$ cat src/rtl/p2s_serializer.sv
// p2s_serializer: parameterised parallel-to-serial converter with a one-word
// holding buffer, so frames can be sent back to back with no gap.
//
// Parameters
//   W          data word width (>= 2)
//   MSB_FIRST  0: din[0] leaves first, 1: din[W-1] leaves first
// Ports
//   clk        clock, rising edge
//   rst        synchronous active-high reset, highest priority
//   din        parallel word, captured into HOLD on an accepted load
//   load       load request, accepted when load_rdy=1
//   load_rdy   holding buffer empty (combinational, !hold_full)
//   send       shift enable; 0 freezes the frame in place
//   dout       serial bit (registered)
//   dout_vld   dout is a valid bit this cycle (registered)
//   dout_last  dout is the final bit of a word (registered)
//   busy       shifting or a word is buffered
//   ovr        sticky: a load arrived while the buffer was full
module p2s_serializer #(
  parameter int W         = 8,
  parameter int MSB_FIRST = 0
) (
  input  logic         clk,
  input  logic         rst,
  input  logic [W-1:0] din,
  input  logic         load,
  output logic         load_rdy,
  input  logic         send,
  output logic         dout,
  output logic         dout_vld,
  output logic         dout_last,
  output logic         busy,
  output logic         ovr
);

  localparam int CW = $clog2(W) + 1;

  typedef enum logic {IDLE, SHIFT} state_t;

  state_t        state;
  logic [W-1:0]  hold;
  logic          hold_full;
  logic [W-1:0]  sr;
  logic [CW-1:0] cnt;      // bits still to send from sr

  logic          next_bit;
  logic [W-1:0]  sr_shift;

  // Output end of sr and the shifted value; the vacated bit fills with 0.
  assign next_bit = (MSB_FIRST != 0) ? sr[W-1] : sr[0];
  assign sr_shift = (MSB_FIRST != 0) ? {sr[W-2:0], 1'b0} : {1'b0, sr[W-1:1]};

  assign load_rdy = !hold_full;
  assign busy     = (state == SHIFT) || hold_full;

  always_ff @(posedge clk) begin
    if (rst) begin
      state     <= IDLE;
      hold      <= '0;
      hold_full <= 1'b0;
      sr        <= '0;
      cnt       <= '0;
      dout      <= 1'b0;
      dout_vld  <= 1'b0;
      dout_last <= 1'b0;
      ovr       <= 1'b0;
    end else begin
      // Load side. A load can only be accepted while hold is empty, so it
      // never collides with the hold->sr transfer below that clears hold_full.
      if (load) begin
        if (!hold_full) begin
          hold      <= din;
          hold_full <= 1'b1;
        end else begin
          ovr <= 1'b1;
        end
      end

      case (state)
        IDLE: begin
          dout      <= 1'b0;
          dout_vld  <= 1'b0;
          dout_last <= 1'b0;
          if (hold_full) begin
            sr        <= hold;
            cnt       <= CW'(W);
            hold_full <= 1'b0;
            state     <= SHIFT;
          end
        end
        SHIFT: begin
          if (send) begin
            dout      <= next_bit;
            dout_vld  <= 1'b1;
            dout_last <= (cnt == CW'(1));
            sr        <= sr_shift;
            cnt       <= cnt - CW'(1);
            if (cnt == CW'(1)) begin
              // Chain straight into the buffered word so the next send
              // cycle carries its first bit with no bubble.
              if (hold_full) begin
                sr        <= hold;
                cnt       <= CW'(W);
                hold_full <= 1'b0;
              end else begin
                state <= IDLE;
              end
            end
          end else begin
            dout_vld  <= 1'b0;
            dout_last <= 1'b0;
          end
        end
        default: state <= IDLE;
      endcase
    end
  end

endmodule

$ cat config.mk
export PLATFORM = sky130hd
export DESIGN_NAME = p2s_serializer
export DESIGN_NICKNAME = d
export VERILOG_FILES = /design/src/rtl/p2s_serializer.sv
export SDC_FILE = /design/constraint.sdc
export NUM_CORES = 1
export LEC_CHECK = 0
export ABC_AREA = 1
export ABC_CLOCK_PERIOD_IN_PS = 1000
export BUFFER_PORTS_ARGS = -buffer_cell sky130_fd_sc_hd__buf_2
export CAP_MARGIN = 20
export CORE_MARGIN = 3
export CORE_UTILIZATION = 49
export DETAILED_ROUTE_END_ITERATION = 10
export PLACE_DENSITY = 0.73
export SLEW_MARGIN = 30
export SYNTH_ARGS = -nofsm -noshare
export SYNTH_HDL_FRONTEND = slang
export SYNTH_SLANG_ARGS = --single-unit
$ cat constraint.sdc
create_clock -name clk -period 1 [get_ports clk]
set_input_delay 0.3 -clock clk [delete_from_list [all_inputs] [get_ports clk]]
set_output_delay 0.3 -clock clk [all_outputs]
set_load 0.02 [all_outputs]
==> results.py <==
metrics = {
    "status": {
        "outcome": "finished, violations left",
        "violations": "negative setup slack",
    },
    "routing": {
        "postRouteWirelength_um": 2860,
        "wl_per_cell_um": 12.8,
        "drc": 0,
        "ant_nets": 0,
        "viasPerCell": 5.13,
        "drt_iter0_drc": 14,
        "dr.pass1.iters": 6,
        "vias": 1145,
    },
    "setup_path": {
        "arrival_ps": 940,
        "worstSetupPathType": "register to output pin",
        "required_ps": 700,
        "path_cells": "inv_4 -> nand2_2 -> buf_6",
        "cp_slowest_stage_delay_ps": 380,
        "end_kind": "output pin",
        "critPathLaunchType": "register",
        "crit_buf_inv": 2,
        "slowest_stage": "dfxtp_4",
        "cp_top_family": "flip-flops",
        "cp_max_fo": 3,
    },
    "grt": {
        "grtUsageTotal_pct": 21.6,
        "grt_max_degree": 20,
        "use_met3_pct": 4.36,
        "grt-ovfl-total": 0,
        "grt.busiest_layer": "met2",
        "grt_pass1_vias": 1079,
        "grt_pass1_wl_um": 4600,
        "grt_util_met2_pct": 34.4,
        "antenna_found_initial": 0,
        "met1_usage_pct": 26.7,
    },
    "power_and_ir_drop": {
        "peakVddDrop_mv": 1.14,
        "fin_total_pwr_mw": 2.68,
        "p_per_area_nw_per_um2": 1590,
        "p_leak_nw": 0.808,
    },
    "synthesis": {
        "synth_top_family_by_area": "simple AND/OR/NAND/NOR gates",
        "synth_adder_area_share_pct": 2.15,
        "synth-edff-count": 0,
        "syn_nets": 175,
        "synth_compound_area_share_pct": 11.0,
        "synth_seq_cells": 26,
        "synth_top_cells_by_area": "dfxtp_1 45%, nand2_1 10%, nand3_1 9.0%",
        "synth_area_per_cell_um2": 7.24,
        "synth_xor_area_share_pct": 0.752,
        "synth.most_common_cell": "nand2_1",
        "yosys_most_used_dff": "dfxtp_1",
        "synth_cell_types": 22,
        "yosysTopAreaCellShare_pct": 44.7,
        "synth_warnings": 0,
        "synth_area_leader_cell": "dfxtp_1",
        "synthSimpleGateAreaFrac_pct": 29.3,
        "netlist_area_um2": 1160,
        "ys_top_cells_by_count": "31 x nand2_1, 26 x dfxtp_1, 24 x inv_1",
        "synthMuxAreaShare_pct": 0,
        "seq_area_frac_synth_pct": 44.7,
        "async_flop_share_pct": 0,
        "syn_inst": 161,
    },
    "cts": {
        "clk_pin_slew_ps": 140,
        "numCtsBuffers": 3,
        "cts_buffer_depth": 2,
        "htreeDepth": 1,
        "clkLatencyLatePin_ps": 320,
        "cts.sinks": 26,
        "cts_hold_buffers": 0,
        "cts_tree": "yes",
        "cts_root_buffer": "clkbuf_4",
    },
    "sta": {
        "setup_ws_ps": -236,
        "fin_crit_sh_pct": 124,
        "worst_slew_pin_slew_ps": 337,
        "fmaxAchievable_mhz": 809,
        "max_slew_margin_pct": 77.5,
        "slew_viol_final": 0,
        "rsz0062_at_grt": "true",
        "period_needed_ps": 1240,
        "fin_tns_setup_ps": -2340,
        "finalHoldViolCount": 0,
        "final-setup-viol-count": 22,
        "whs_ps": 201,
        "skew_ps": 3.50,
    },
    "die": {
        "ios": 18,
        "initial_core_util_pct": 52.2,
        "num_rows": 17,
        "die-area_um2": 3000,
        "dieHeight_um": 54.8,
        "die_w_um": 54.8,
        "core_um2": 2230,
    },
    "layout": {
        "fill_cells": 165,
        "drive_gt1_share_pct": 46.2,
        "stdcell_area_um2": 1690,
        "antenna-diode-count": 0,
        "nets": 210,
        "area_growth_pct": 45.1,
    },
    "placed_design": {
        "place_area_um2": 1350,
        "place_congestion": 0.912,
        "port_buffers": 17,
        "hpwl_um": 1680,
    },
    "worst_hold_path": {
        "hold_class": "primary input to register",
    },
    "flow_run": {
        "maxCapViolCount": 0,
    },
}
placed cells by master (no fill, tap or decap):
cell | Yosys | routed
nand2_1 | 31 | 21
inv_1 | 24 | 19
nor2_1 | 21 | 17
dfxtp_1 | 26 | 17
nand3_1 | 21 | 13
buf_2 | 2 | 12
buf_4 | 1 | 11
o21ai_1 | 0 | 8
nand3_2 | 0 | 8
buf_6 | 2 | 8
nand2_4 | 1 | 7
dfxtp_2 | 0 | 7
nand2_2 | 2 | 6
o21ai_0 | 15 | 4
o21ai_2 | 1 | 4
inv_2 | 0 | 3
inv_4 | 1 | 3
a21oi_2 | 3 | 3
nor2_2 | 0 | 3
clkbuf_4 | 0 | 3
nand2_8 | 0 | 2
a21oi_1 | 2 | 2
ha_4 | 0 | 2
dfxtp_4 | 0 | 2
xor2_1 | 1 | 1
nor2_4 | 0 | 1
nand3_4 | 0 | 1
clkinv_2 | 1 | 1
or2_1 | 1 | 1
o211ai_1 | 1 | 1
nand4_1 | 1 | 1
nor3_2 | 0 | 1
bufinv_16 | 0 | 1
buf_8 | 0 | 1
power by group:
group          leakage [nW]  internal, mW  switching, mW
combinational         0.562         0.316          0.426
clock                0.0279         0.405          0.317
sequential            0.218          1.14         0.0811
tightest hold or removal path: stages:
cell and delay, ps:
buf_2 70, o21ai_1 50, nor2_1 70
layer usage:
layer / up-vias / wire (um)
li1: 579 / -
met5: - / 0
met3: 6 / 145
met2: 36 / 1390
met4: 0 / 52
met1: 524 / 1280
through the flow:
stage,instances,utilization [%],setup WS [ps]
6_report,223,75.7,-236
4_1_cts,221,71.6,-244
5_1_grt,223,75.7,-282
3_5_place_dp,210,60.3,-150
2_1_floorplan,161,-,-54.8
3_3_place_gp,210,60.3,-133
cells by family after synthesis:
family	Yosys count
compound gates	22
xor+xnor	1
simple gates	79
fa+ha+maj	2
flops	26
buf+inv	31
repair_timing:
item                       in CTS  in global routing
setup buffers                   5                  2
cloned                          2                  1
setup endpoints to repair      28                 31
resized for setup              47                 25
hold endpoints to repair        0                  0
pin swaps                       8                  3
worst paths after layout:
| check | slack [ps] | start | endpoint | depth (start not counted) |
|---|---|---|---|---|
| hold / removal | 200 | din[3] | hold[3] | 3 |
| hold reg to reg | 480 | cnt[1] | cnt[1] | 2 |
| setup reg to reg | -160 | state | cnt[2] | 6 |
| setup / recovery | -240 | hold_full | busy | 3 |
flip-flops by register name, summed over array words and instances (netlist names):
name and cells:
hold 8, sr 8, cnt 4, dout 1, dout_last 1, dout_vld 1
hold_full 1, ovr 1, state 1
layout make-up:
| type | instances | area, um2 | share of cell area, % |
|---|---|---|---|
| Clock inverter | 1 | 30.0 | 1.78 |
| Inverter | 26 | 106 | 6.29 |
| Multi-Input combinational cell | 107 | 712 | 42.1 |
| Sequential cell | 26 | 537 | 31.8 |
| Timing Repair Buffer | 32 | 248 | 14.7 |
| Tap cell | 28 | 35.0 | 2.07 |
| Clock buffer | 3 | 22.5 | 1.33 |
Note: power is estimated with default switching activity, not from simulation.
